## config.mk

```make
export PLATFORM = sky130hd
export DESIGN_NAME = mem_perf_counter
export DESIGN_NICKNAME = d
export VERILOG_FILES = /design/src/rtl/pc_pkg.sv /design/src/rtl/pc_counter.sv /design/src/rtl/mem_perf_counter.sv
export SDC_FILE = /design/constraint.sdc
export NUM_CORES = 1
export LEC_CHECK = 0
export CORE_MARGIN = 2
export CORE_UTILIZATION = 35
export DETAILED_ROUTE_END_ITERATION = 12
export PLACE_DENSITY = 0.62
export RECOVER_POWER = 100
export REMOVE_ABC_BUFFERS = 1
export SETUP_SLACK_MARGIN = 0.1
export SYNTH_ARGS = -nofsm -noshare
export SYNTH_HDL_FRONTEND = slang
export SYNTH_SLANG_ARGS = --single-unit
```

## constraint.sdc

```tcl
create_clock -name clk -period 2.54 [get_ports clk]
set_clock_uncertainty 0.05 [all_clocks]
set_input_delay 0.254 -clock clk [delete_from_list [all_inputs] [get_ports clk]]
set_output_delay 0.254 -clock clk [all_outputs]
set_load 0.02 [all_outputs]
```

## src/rtl/pc_pkg.sv

```systemverilog
// Shared definitions for the memory-interface performance counters.
//
// Contents:
//   PC_DATA_WIDTH_DEFAULT - default counter/output width
//   pc_state_t            - tile-tracking state (IDLE=0, BUSY=1)
//   pc_snapshot_t         - snapshot record in downstream packing order:
//                           num_tiles, tot_cycles, tot_requests,
//                           size_per_requests
package pc_pkg;

    localparam int PC_DATA_WIDTH_DEFAULT = 64;

    typedef enum logic [0:0] {
        IDLE = 1'b0,
        BUSY = 1'b1
    } pc_state_t;

    typedef struct packed {
        logic [PC_DATA_WIDTH_DEFAULT-1:0] num_tiles;
        logic [PC_DATA_WIDTH_DEFAULT-1:0] tot_cycles;
        logic [PC_DATA_WIDTH_DEFAULT-1:0] tot_requests;
        logic [PC_DATA_WIDTH_DEFAULT-1:0] size_per_requests;
    } pc_snapshot_t;

endpackage

```

## src/rtl/pc_counter.sv

```systemverilog
// Enabled incrementer with synchronous clear.
//
// Build option: PC_SATURATE_EN
//   defined   - count sticks at all-ones; ovf pulses when an increment is
//               requested while already at all-ones
//   undefined - count wraps modulo 2^WIDTH; ovf is constant 0
//
// Ports:
//   clk    in   clock
//   reset  in   synchronous active-high reset
//   clear  in   synchronous clear, overrides inc
//   inc    in   increment request
//   count  out  current count
//   ovf    out  one-cycle pulse on a dropped (saturated) increment
module pc_counter
    import pc_pkg::*;
#(
    parameter int WIDTH = PC_DATA_WIDTH_DEFAULT
) (
    input  logic             clk,
    input  logic             reset,
    input  logic             clear,
    input  logic             inc,
    output logic [WIDTH-1:0] count,
    output logic             ovf
);

    logic [WIDTH-1:0] count_next;

`ifdef PC_SATURATE_EN
    logic at_max;
    assign at_max     = &count;
    assign count_next = at_max ? count : count + WIDTH'(1);
    assign ovf        = inc & at_max & ~clear;
`else
    assign count_next = count + WIDTH'(1);
    assign ovf        = 1'b0;
`endif

    always_ff @(posedge clk) begin
        if (reset || clear) begin
            count <= '0;
        end else if (inc) begin
            count <= count_next;
        end
    end

endmodule

```

## src/rtl/mem_perf_counter.sv

```systemverilog
// Per-buffer statistics collector for one memory interface. Counts
// completed tiles, busy cycles, accepted AXI address requests and the size
// of the last accepted request, and presents them through a snapshot stage
// that can be frozen while the writeback unit streams results out.
//
// Build option: PC_SATURATE_EN (saturating counters + sticky pc_overflow);
// without it counters wrap and pc_overflow is 0.
//
// Ports:
//   clk, reset            clock, synchronous active-high reset
//   pc_clear              pulse, zero everything (beats every other input)
//   tile_start/tile_done  tile transfer begin/end pulses
//   req_valid/req_ready   monitored AXI address handshake
//   req_size              size field of the monitored request
//   pc_freeze             hold the snapshot outputs
//   pc_num_tiles, pc_tot_cycles, pc_tot_requests, pc_size_per_requests
//                         snapshot outputs
//   pc_err                sticky protocol error (not frozen)
//   pc_overflow           sticky saturation flag (not frozen)
module mem_perf_counter
    import pc_pkg::*;
#(
    parameter int PC_DATA_WIDTH  = PC_DATA_WIDTH_DEFAULT,
    parameter int REQ_SIZE_WIDTH = 16
) (
    input  logic                      clk,
    input  logic                      reset,
    input  logic                      pc_clear,
    input  logic                      tile_start,
    input  logic                      tile_done,
    input  logic                      req_valid,
    input  logic                      req_ready,
    input  logic [REQ_SIZE_WIDTH-1:0] req_size,
    input  logic                      pc_freeze,
    output logic [PC_DATA_WIDTH-1:0]  pc_num_tiles,
    output logic [PC_DATA_WIDTH-1:0]  pc_tot_cycles,
    output logic [PC_DATA_WIDTH-1:0]  pc_tot_requests,
    output logic [PC_DATA_WIDTH-1:0]  pc_size_per_requests,
    output logic                      pc_err,
    output logic                      pc_overflow
);

    pc_state_t state, state_next;
    logic      inc_tiles, inc_cycles, err_set, req_acc;
    logic      err_q;
    logic      ovf_tiles, ovf_cycles, ovf_requests;

    logic [PC_DATA_WIDTH-1:0] num_tiles_p0, tot_cycles_p0, tot_requests_p0, size_p0;
    logic [PC_DATA_WIDTH-1:0] num_tiles_p1, tot_cycles_p1, tot_requests_p1, size_p1;

    assign req_acc = req_valid & req_ready;

    always_ff @(posedge clk) begin
        if (reset || pc_clear) begin
            state <= IDLE;
        end else begin
            state <= state_next;
        end
    end

    always_comb begin
        state_next = state;
        case (state)
            IDLE:    if (tile_start) state_next = BUSY;
            BUSY:    if (tile_done && !tile_start) state_next = IDLE;
            default: state_next = IDLE;
        endcase
    end

    // A start while busy is flagged but otherwise ignored; done+start in
    // the same BUSY cycle closes one tile and opens the next.
    always_comb begin
        inc_tiles  = 1'b0;
        inc_cycles = 1'b0;
        err_set    = 1'b0;
        case (state)
            IDLE: begin
                err_set = tile_done;
            end
            BUSY: begin
                inc_cycles = 1'b1;
                inc_tiles  = tile_done;
                err_set    = tile_start & ~tile_done;
            end
            default: ;
        endcase
    end

    // Stage p0: internal counters
    pc_counter #(.WIDTH(PC_DATA_WIDTH)) u_tiles (
        .clk(clk), .reset(reset), .clear(pc_clear), .inc(inc_tiles),
        .count(num_tiles_p0), .ovf(ovf_tiles)
    );

    pc_counter #(.WIDTH(PC_DATA_WIDTH)) u_cycles (
        .clk(clk), .reset(reset), .clear(pc_clear), .inc(inc_cycles),
        .count(tot_cycles_p0), .ovf(ovf_cycles)
    );

    pc_counter #(.WIDTH(PC_DATA_WIDTH)) u_requests (
        .clk(clk), .reset(reset), .clear(pc_clear), .inc(req_acc),
        .count(tot_requests_p0), .ovf(ovf_requests)
    );

    always_ff @(posedge clk) begin
        if (reset || pc_clear) begin
            size_p0 <= '0;
        end else if (req_acc) begin
            size_p0 <= PC_DATA_WIDTH'(req_size);
        end
    end

    // Stage p1: snapshot, held while frozen; clear still wins
    always_ff @(posedge clk) begin
        if (reset || pc_clear) begin
            num_tiles_p1    <= '0;
            tot_cycles_p1   <= '0;
            tot_requests_p1 <= '0;
            size_p1         <= '0;
        end else if (!pc_freeze) begin
            num_tiles_p1    <= num_tiles_p0;
            tot_cycles_p1   <= tot_cycles_p0;
            tot_requests_p1 <= tot_requests_p0;
            size_p1         <= size_p0;
        end
    end

    always_ff @(posedge clk) begin
        if (reset || pc_clear) begin
            err_q <= 1'b0;
        end else if (err_set) begin
            err_q <= 1'b1;
        end
    end

`ifdef PC_SATURATE_EN
    logic ovf_q;
    always_ff @(posedge clk) begin
        if (reset || pc_clear) begin
            ovf_q <= 1'b0;
        end else if (ovf_tiles || ovf_cycles || ovf_requests) begin
            ovf_q <= 1'b1;
        end
    end
    assign pc_overflow = ovf_q;
`else
    logic ovf_unused;
    assign ovf_unused  = ovf_tiles | ovf_cycles | ovf_requests;
    assign pc_overflow = 1'b0;
`endif

    assign pc_num_tiles         = num_tiles_p1;
    assign pc_tot_cycles        = tot_cycles_p1;
    assign pc_tot_requests      = tot_requests_p1;
    assign pc_size_per_requests = size_p1;
    assign pc_err               = err_q;

endmodule

```

Word-level counts from Yosys, hierarchy flattened
Cells that the tools add are included.
{"block": "totals", "regBits": 418, "in_bits": 24}
{"block": "classes", "n_addsub": 3, "n_mux": 6, "bitwise_logic": 4, "n_reduce_logical": 3}
{"operator": "64-bit by 1-bit adder with 64-bit output (second input constant)", "count": 3}
{"operator": "1-bit two-way mux", "count": 4}
{"operator": "1-bit case mux with 2 select lines", "count": 2}
{"operator": "1-bit bitwise AND", "count": 2}
{"operator": "1-bit inverter", "count": 2}
{"operator": "1-bit logical AND", "count": 1}
{"operator": "1-bit logical NOT", "count": 1}
{"operator": "1-bit logical OR", "count": 1}

Logic depth before layout (Yosys ltp)
Gate-level depths: netlist (run 1).
{"block": "logic_depth", "depth_word": 4, "mapped_depth": 8, "ltp_nobuf": 6}

Modules after synthesis
From an unflattened synthesis (run 1), not the netlist that was laid out.
{"block": "unflattened", "hier_cells": 1928, "area_unflattened_um2": 17973.5}
{"module": "pc_counter", "instances": 3, "cells_per_inst": 374, "area_each_um2": 3128.0, "seq_area_each_um2": 1281.2}
{"module": "mem_perf_counter", "instances": 1, "cells_per_inst": 806, "area_each_um2": 8589.5, "seq_area_each_um2": 4524.3}

Least setup slack after synthesis (run 1)
Ideal clock, no wire load.
{"block": "synth_path", "path_type": "reg2reg", "start": "register u_cycles.count[0]", "end": "register u_cycles.count[54]", "setup_ps": 70, "arrival_time_ps": 2067, "t_required_ps": 2420, "setup_slack_ps": 353, "path_stages_with_launch": 7, "period_less_slack_ps": 2187, "cell_sequence": "dfxtp_1 ha_1 and3_1 nand4_2 or4_4 or4_1 a21oi_1"}
{"block": "synth_between", "elab_chain_cells": 1}
{"element": "start: declaration", "line": "pc_counter.sv:24", "rtl": "output logic [WIDTH-1:0] count,"}
{"element": "start signal: assignment", "line": "pc_counter.sv:44", "rtl": "count <= count_next;"}
{"element": "64-bit by 1-bit adder with 64-bit output", "line": "pc_counter.sv:36", "rtl": "assign count_next = count + WIDTH'(1);"}
Every way passes these cells.
A chain may end at the register's enable or synchronous reset.

Worst setup path in the final report (run 1)
{"block": "layout_path", "start": "register u_cycles.count[29]", "end": "register u_cycles.count[60]"}
The elaborated chain is that of the path after synthesis.

==> results.toml, run 1 <==
[global_route]
grt_pass1_vias = 13457
antenna_found_initial = 0
gr-total-overflow = 0
grt_usage_pct = 17.12
grt_start_max_net_pins = 85
grt_pass1_wl_um = 71150

[critical_path]
path_class = "flip-flop to flip-flop"
critPathArrivalTime_ps = 2830
reg2regPathDepth = 5
worstSetupEndpointType = "flip-flop"
cp-start-kind = "flip-flop"
crit_fanout = 7
crit_required_ps = 2980

[synth]
syn_inst = 1902
ys_warn_count = 0
yosysUniqueCellTypes = 47
synth.cell_area_sq_mm = 0.01735
synth_seq_cells = 418
yosysSeqAreaShare_pct = 48.22
post_synth.cell_area_avg_sq_um = 9.123

[final_layout]
drive_gt1_share_pct = 8.713
final_common_cell = "dfxtp_1"
areaGrowthSynthToFinish_pct = 28.87
n_antenna_cell = 0
stdcell_count = 2879
nets = 2205
final_cell_mix = "413 x dfxtp_1, 349 x nor2_1, 211 x mux2i_1"

[run_status]
status = "complete, no violations"

[power]
p_sw_w = 0.003017
total_power_w = 0.01415
p_int_w = 0.01113
seqPwrFrac_pct = 46.5
power_frac_comb_pct = 3.2
power_switching_share_pct = 21.32
pwr_density_cell_mw_per_mm2 = 632.7
p_leak_nw = 8.690
peakVddDrop_uv = 422.6
clkPwrFrac_pct = 50.3

[sta]
hold_violations = 0
layout_setup_ws_ps = 150.7
max_freq_ghz = 0.4185
maxSlewViolCount = 0
fin_crit_ps = 2389
setup_viol = 0
grt_setup_unrepaired = "yes"
post-route-period-util_pct = 94.07
relSlewSlack_pct = 20.42
worstMarginPinSlew_ps = 1194

[clock_tree]
cts_htree_levels = 2
clk_pin_slew_ps = 60
cts.path.max_buffers = 3
clock-root-buffer = "clkbuf_16"
clock_latency_ps = 560
cts_sinks = 418
cts_inserted_buffers = 46
tritoncts = "yes"
holdBufCountCts = 0

[drt]
wl_per_cell_um = 15.80
postRouteWirelength_um = 45480
ant_nets = 0
viasPerCell = 5.019
drt_first_iter_violations = 866
drtPass1Iterations = 5
vias = 14450
drcViolationCount = 0

[worst_hold_path]
hold_depth = 3
hp-class = "primary input to flip-flop"

[floorplan]
die_h_um = 226.7
core_sq_mm = 0.04895
initial_core_util_pct = 35.45
pin_count = 282
die_x_um = 226.7
num_rows = 81
dieArea_sq_mm = 0.05138

[placed_design]
dpl.cell_count = 2791
place_ws_ps = 19.69
gp_congestion = 0.9025
port_buffers = 232
hpwl_um = 32250

[job]
drv_cap = 0
## cells by family after synthesis
family          share of synthesized area, %
buf+inv                                4.838
xor+xnor                               5.047
mux                                    12.17
other cells                          0.02161
simple gates                           23.25
fa+ha+maj                             0.2163
compound gates                         6.237
flops                                  48.22
## per-layer routing
layer / routed length (um) / share of wire (%) / GRT usage [%] / up-vias
met5: 0 / 0 / 0 / -
met4: 1393 / 3.1 / 6.282 / 0
met3: 2569 / 5.6 / 3.486 / 77
met2: 20740 / 46 / 27.37 / 322
met1: 20780 / 46 / 22.78 / 6885
li1: - / - / - / 7166
## metrics by stage
stage / setup TNS [ps] / utilization [%] / area [sq um] / hold WS [ps]
3_5_place_dp: 0 / 42.37 / 20740 / 398.5
4_1_cts: 0 / 45.71 / 22370 / 45.21
2_1_floorplan: -733430 / - / 16790 / 324.7
3_3_place_gp: 0 / 42.37 / 20740 / 392.7
6_report: 0 / 45.68 / 22360 / 86.69
5_1_grt: 0 / 45.68 / 22360 / 73.85
## final cells by class
| cell class | count | area (sq um) |
|---|---|---|
| clock buffers | 70 | 1405 |
| clock inverters | 15 | 227.7 |
| fillers | 4666 | 26590 |
| inverters | 25 | 93.84 |
| multi-input cells | 1364 | 8361 |
| flip-flops and latches | 418 | 8374 |
| well taps | 664 | 830.8 |
| repair buffers | 323 | 3070 |
## what timing repair did
item	CTS	global route
gates resized for setup	0	13
setup endpoints to repair	0	12
setup buffers	0	2
## synth_stat cells (all sizes together)
master / number / area share [%]
dfxtp: 418 / 48
nor2: 349 / 7.5
mux2i: 211 / 12
nand2: 116 / 2.5
a21oi: 105 / 3.0
nand4: 93 / 3.6
clkbuf: 73 / 1.6
buf: 71 / 2.7
xor2: 60 / 3.0
nand3: 56 / 1.7
or3: 56 / 2.1
o21ai: 46 / 1.3
xnor2: 40 / 2.0
or4: 36 / 1.6
o31ai: 32 / 1.4
inv: 25 / 0.54
nor4: 25 / 1.0
and4: 21 / 1.1
and3: 20 / 0.72
nor3: 19 / 0.67
and2: 6 / 0.22
a31o: 4 / 0.20
o41ai: 4 / 0.20
ha: 3 / 0.22
or2: 3 / 0.11
or4b: 3 / 0.17
a31oi: 1 / 0.036
a41o: 1 / 0.058
and4b: 1 / 0.058
conb: 1 / 0.022
nand4b: 1 / 0.050
nor4b: 1 / 0.050
nor4bb: 1 / 0.058
## flip-flops by register name (all words and copies together) (netlist names)
| register | count |
|---|---|
| pc_num_tiles | 64 |
| pc_tot_cycles | 64 |
| pc_tot_requests | 64 |
| u_cycles.count | 64 |
| u_requests.count | 64 |
| u_tiles.count | 64 |
| pc_size_per_requests | 16 |
| size_p0 | 16 |
| pc_err | 1 |
| state | 1 |
## critical path, stage by stage (launching register included)
cell and delay [ps]:
dfxtp_1 400, nand2_2 120, or3_4 450, or4_4 610, or4_1 530, a21oi_1 150
## path summary, 6_finish.rpt
path	from	to	slack, ps
hold / removal	pc_freeze	pc_tot_cycles[0]	90
hold reg to reg	size_p0[6]	size_p0[6]	400
setup / recovery	u_cycles.count[29]	u_cycles.count[60]	150
setup reg to reg	u_cycles.count[29]	u_cycles.count[60]	150
## power by group through the flow
stage / Sequential, W / Combinational (W) / Clock [W]
floorplan: 0.00672 / 0.000222 / 0
global placement: 0.00672 / 0.000466 / 0
detailed placement: 0.00672 / 0.000468 / 0
CTS: 0.00657 / 0.000469 / 0.00734
global route: 0.00657 / 0.000492 / 0.00760
finish: 0.00657 / 0.000455 / 0.00712
Note: power is estimated with default switching activity, not from simulation.
==> run 2, diff against run 1 <==
==> constraint.sdc (replaced) <==
create_clock -name clk -period 2.54 [get_ports clk]
set_clock_uncertainty 0.05 [all_clocks]
set_input_delay 0.381 -clock clk [delete_from_list [all_inputs] [get_ports clk]]
set_output_delay 0.381 -clock clk [all_outputs]
set_load 0.02 [all_outputs]
==> run 2 against run 1 <==
Routed wire length down 0.39%; final area down 0.43%; global-route usage up 0.19 points; register-to-register slack better by 20 ps; core utilization down 0.20 points; sequential power about the same; worst setup slack better by 17 ps; final cell count up 0.21%; worst hold slack better by 150 ps; critical path type unchanged; largest cell class unchanged; largest power group unchanged; highest routed layer unchanged.
==> results.toml, run 2 (synthesis gave the netlist of run 1 again) <==
[run_status]
status = "complete, no violations"

[critical_path]
reg2regPathDepth = 6
critPathArrivalTime_ps = 2820
crit_required_ps = 2980
critPathSlowestCell = "or4_1"
startpoint = "u_requests.count[15]"
timing.rr.end = "u_requests.count[25]"
cp_common_cell = "and4_1"
path_class = "flip-flop to flip-flop"
cpPeakStageDelay_ps = 500
crit_buf_inv = 1
endpoint = "u_requests.count[25]"
path_cells = "and4_1 -> and4_1 -> clkbuf_1 -> nand4_1 -> or4_1 -> o21ai_0"
crit_cells = 6
r2r_start = "u_requests.count[15]"
worstSetupEndpointType = "flip-flop"
cp-start-kind = "flip-flop"
crit_fanout = 6
regToRegSetupSlack_ps = 170
cpLargestDelayFamily = "simple AND/OR/NAND/NOR gates"

[final_layout]
final_cell_mix = "410 x dfxtp_1, 349 x nor2_1, 211 x mux2i_1"
stdcell_count = 2885
n_antenna_cell = 0
areaGrowthSynthToFinish_pct = 28.32
nFillCells = 4678
final_common_cell = "dfxtp_1"
drive_gt1_share_pct = 8.780
final_util_pct = 45.49
nets = 2215

[global_route]
grt_usage_pct = 17.30
grt_pass1_wl_um = 72040
gr-total-overflow = 0
grt_start_max_net_pins = 77
grt_pass1_vias = 13683
antenna_found_initial = 0

[floorplan]
core_sq_mm = 0.04895
initial_core_util_pct = 35.45
dieArea_sq_mm = 0.05138
die_h_um = 226.7
num_rows = 81
pin_count = 282
die_x_um = 226.7

[power]
p_leak_nw = 8.638
power_frac_comb_pct = 3.3
power_switching_share_pct = 21.78
p_int_w = 0.01076
peakVddDrop_uv = 499.2
seqPwrFrac_pct = 47.8
pwr_density_cell_mw_per_mm2 = 617.8
p_sw_w = 0.002996
clkPwrFrac_pct = 48.9

[drt]
vias = 14367
drcViolationCount = 0
wl_per_cell_um = 15.70
ant_nets = 0
viasPerCell = 4.980
drt_first_iter_violations = 831
postRouteWirelength_um = 45310
drtPass1Iterations = 5

[clock_tree]
cts_htree_levels = 2
cts_inserted_buffers = 46
holdBufCountCts = 0
clock_latency_ps = 570
clock-root-buffer = "clkbuf_16"
tritoncts = "yes"
cts.path.max_buffers = 3
clk_pin_slew_ps = 60
cts_sinks = 418

[placed_design]
gp_congestion = 0.8955
hpwl_um = 32520
dpl.cell_count = 2801
port_buffers = 232

[job]
drv_cap = 0

[sta]
grt_setup_unrepaired = "yes"
max_freq_ghz = 0.4216
hold_violations = 0
worstMarginPinSlew_ps = 895.9
setup_viol = 0
setup_tns_ps = 0
post-route-period-util_pct = 93.39
maxSlewViolCount = 0
fin_crit_ps = 2372
relSlewSlack_pct = 40.28

[worst_hold_path]
hp-class = "primary input to flip-flop"
## run 2: cell count changes in the layout (fill, tap and decap cells not counted), moves of 3 or more
cell,change
dfxtp_2,+3
dfxtp_1,-3
clkinv_2,+3
clkbuf_1,+6
buf_4,+6
clkbuf_2,-3
## run 2: how the worst min path moves through the flow
stage / start / to / slack, ps / cells past startpoint
2_1_floorplan: size_p0[0] / size_p0[0] / 390 / 2
3_3_place_gp: size_p0[7] / size_p0[7] / 390 / 2
3_5_place_dp: size_p0[7] / size_p0[7] / 400 / 2
4_1_cts: pc_freeze / pc_tot_cycles[35] / 200 / 3
5_1_grt: pc_freeze / pc_tot_cycles[35] / 220 / 3
6_report: pc_freeze / pc_num_tiles[3] / 230 / 3
## run 2: stage by stage
| stage | cell area (sq um) | hold slack (ps) | total power (W) | setup slack [ps] |
|---|---|---|---|---|
| floorplan | 16790 | 385.7 | 0.006942 | -2104 |
| global placement | 20830 | 392.6 | 0.007189 | -59.15 |
| detailed placement | 20830 | 399.1 | 0.007193 | -122.3 |
| CTS | 22370 | 201.1 | 0.01399 | 113.0 |
| global route | 22270 | 216.6 | 0.01427 | 49.78 |
| finish | 22270 | 232.0 | 0.01376 | 167.8 |
## run 2: final cells by class
| type | count | area [sq um] | share of cell area (%) |
|---|---|---|---|
| flip-flops and latches | 418 | 8378 | 37.63 |
| multi-input cells | 1363 | 8341 | 37.46 |
| repair buffers | 334 | 3097 | 13.91 |
| clock buffers | 63 | 1326 | 5.956 |
| well taps | 664 | 830.8 | 3.731 |
| clock inverters | 18 | 200.2 | 0.8991 |
| inverters | 25 | 93.84 | 0.4214 |
## run 2: power groups by stage
stage / sequential, W / clock, W / combinational, W
6_report: 0.00657 / 0.00673 / 0.000452
5_1_grt: 0.00657 / 0.00722 / 0.000487
4_1_cts: 0.00657 / 0.00694 / 0.000477
3_5_place_dp: 0.00672 / 0 / 0.000476
3_3_place_gp: 0.00672 / 0 / 0.000473
2_1_floorplan: 0.00672 / 0 / 0.000222
## run 2: routing by layer
metal  wire, um  up-vias  global-route usage, %  share of wire (%)
met5          0        -                      0                  0
met3       2490       80                  3.641                5.5
met1      20670     6817                  22.93                 46
met2      20820      311                  27.55                 46
li1           -     7159                      -                  -
met4       1318        0                  6.664                2.9
## run 2: what timing repair did
item,4_1_cts,5_1_grt
endpoints found under the hold margin,0,0
endpoints found under the setup margin,3,26
pin swaps,1,2
buffers inserted,2,1
gates resized for setup,1,14
## run 2: tightest hold or removal path, cell delays in order
cell     delay, ps
buf_8          200
mux2i_1        150
nor2_1          70
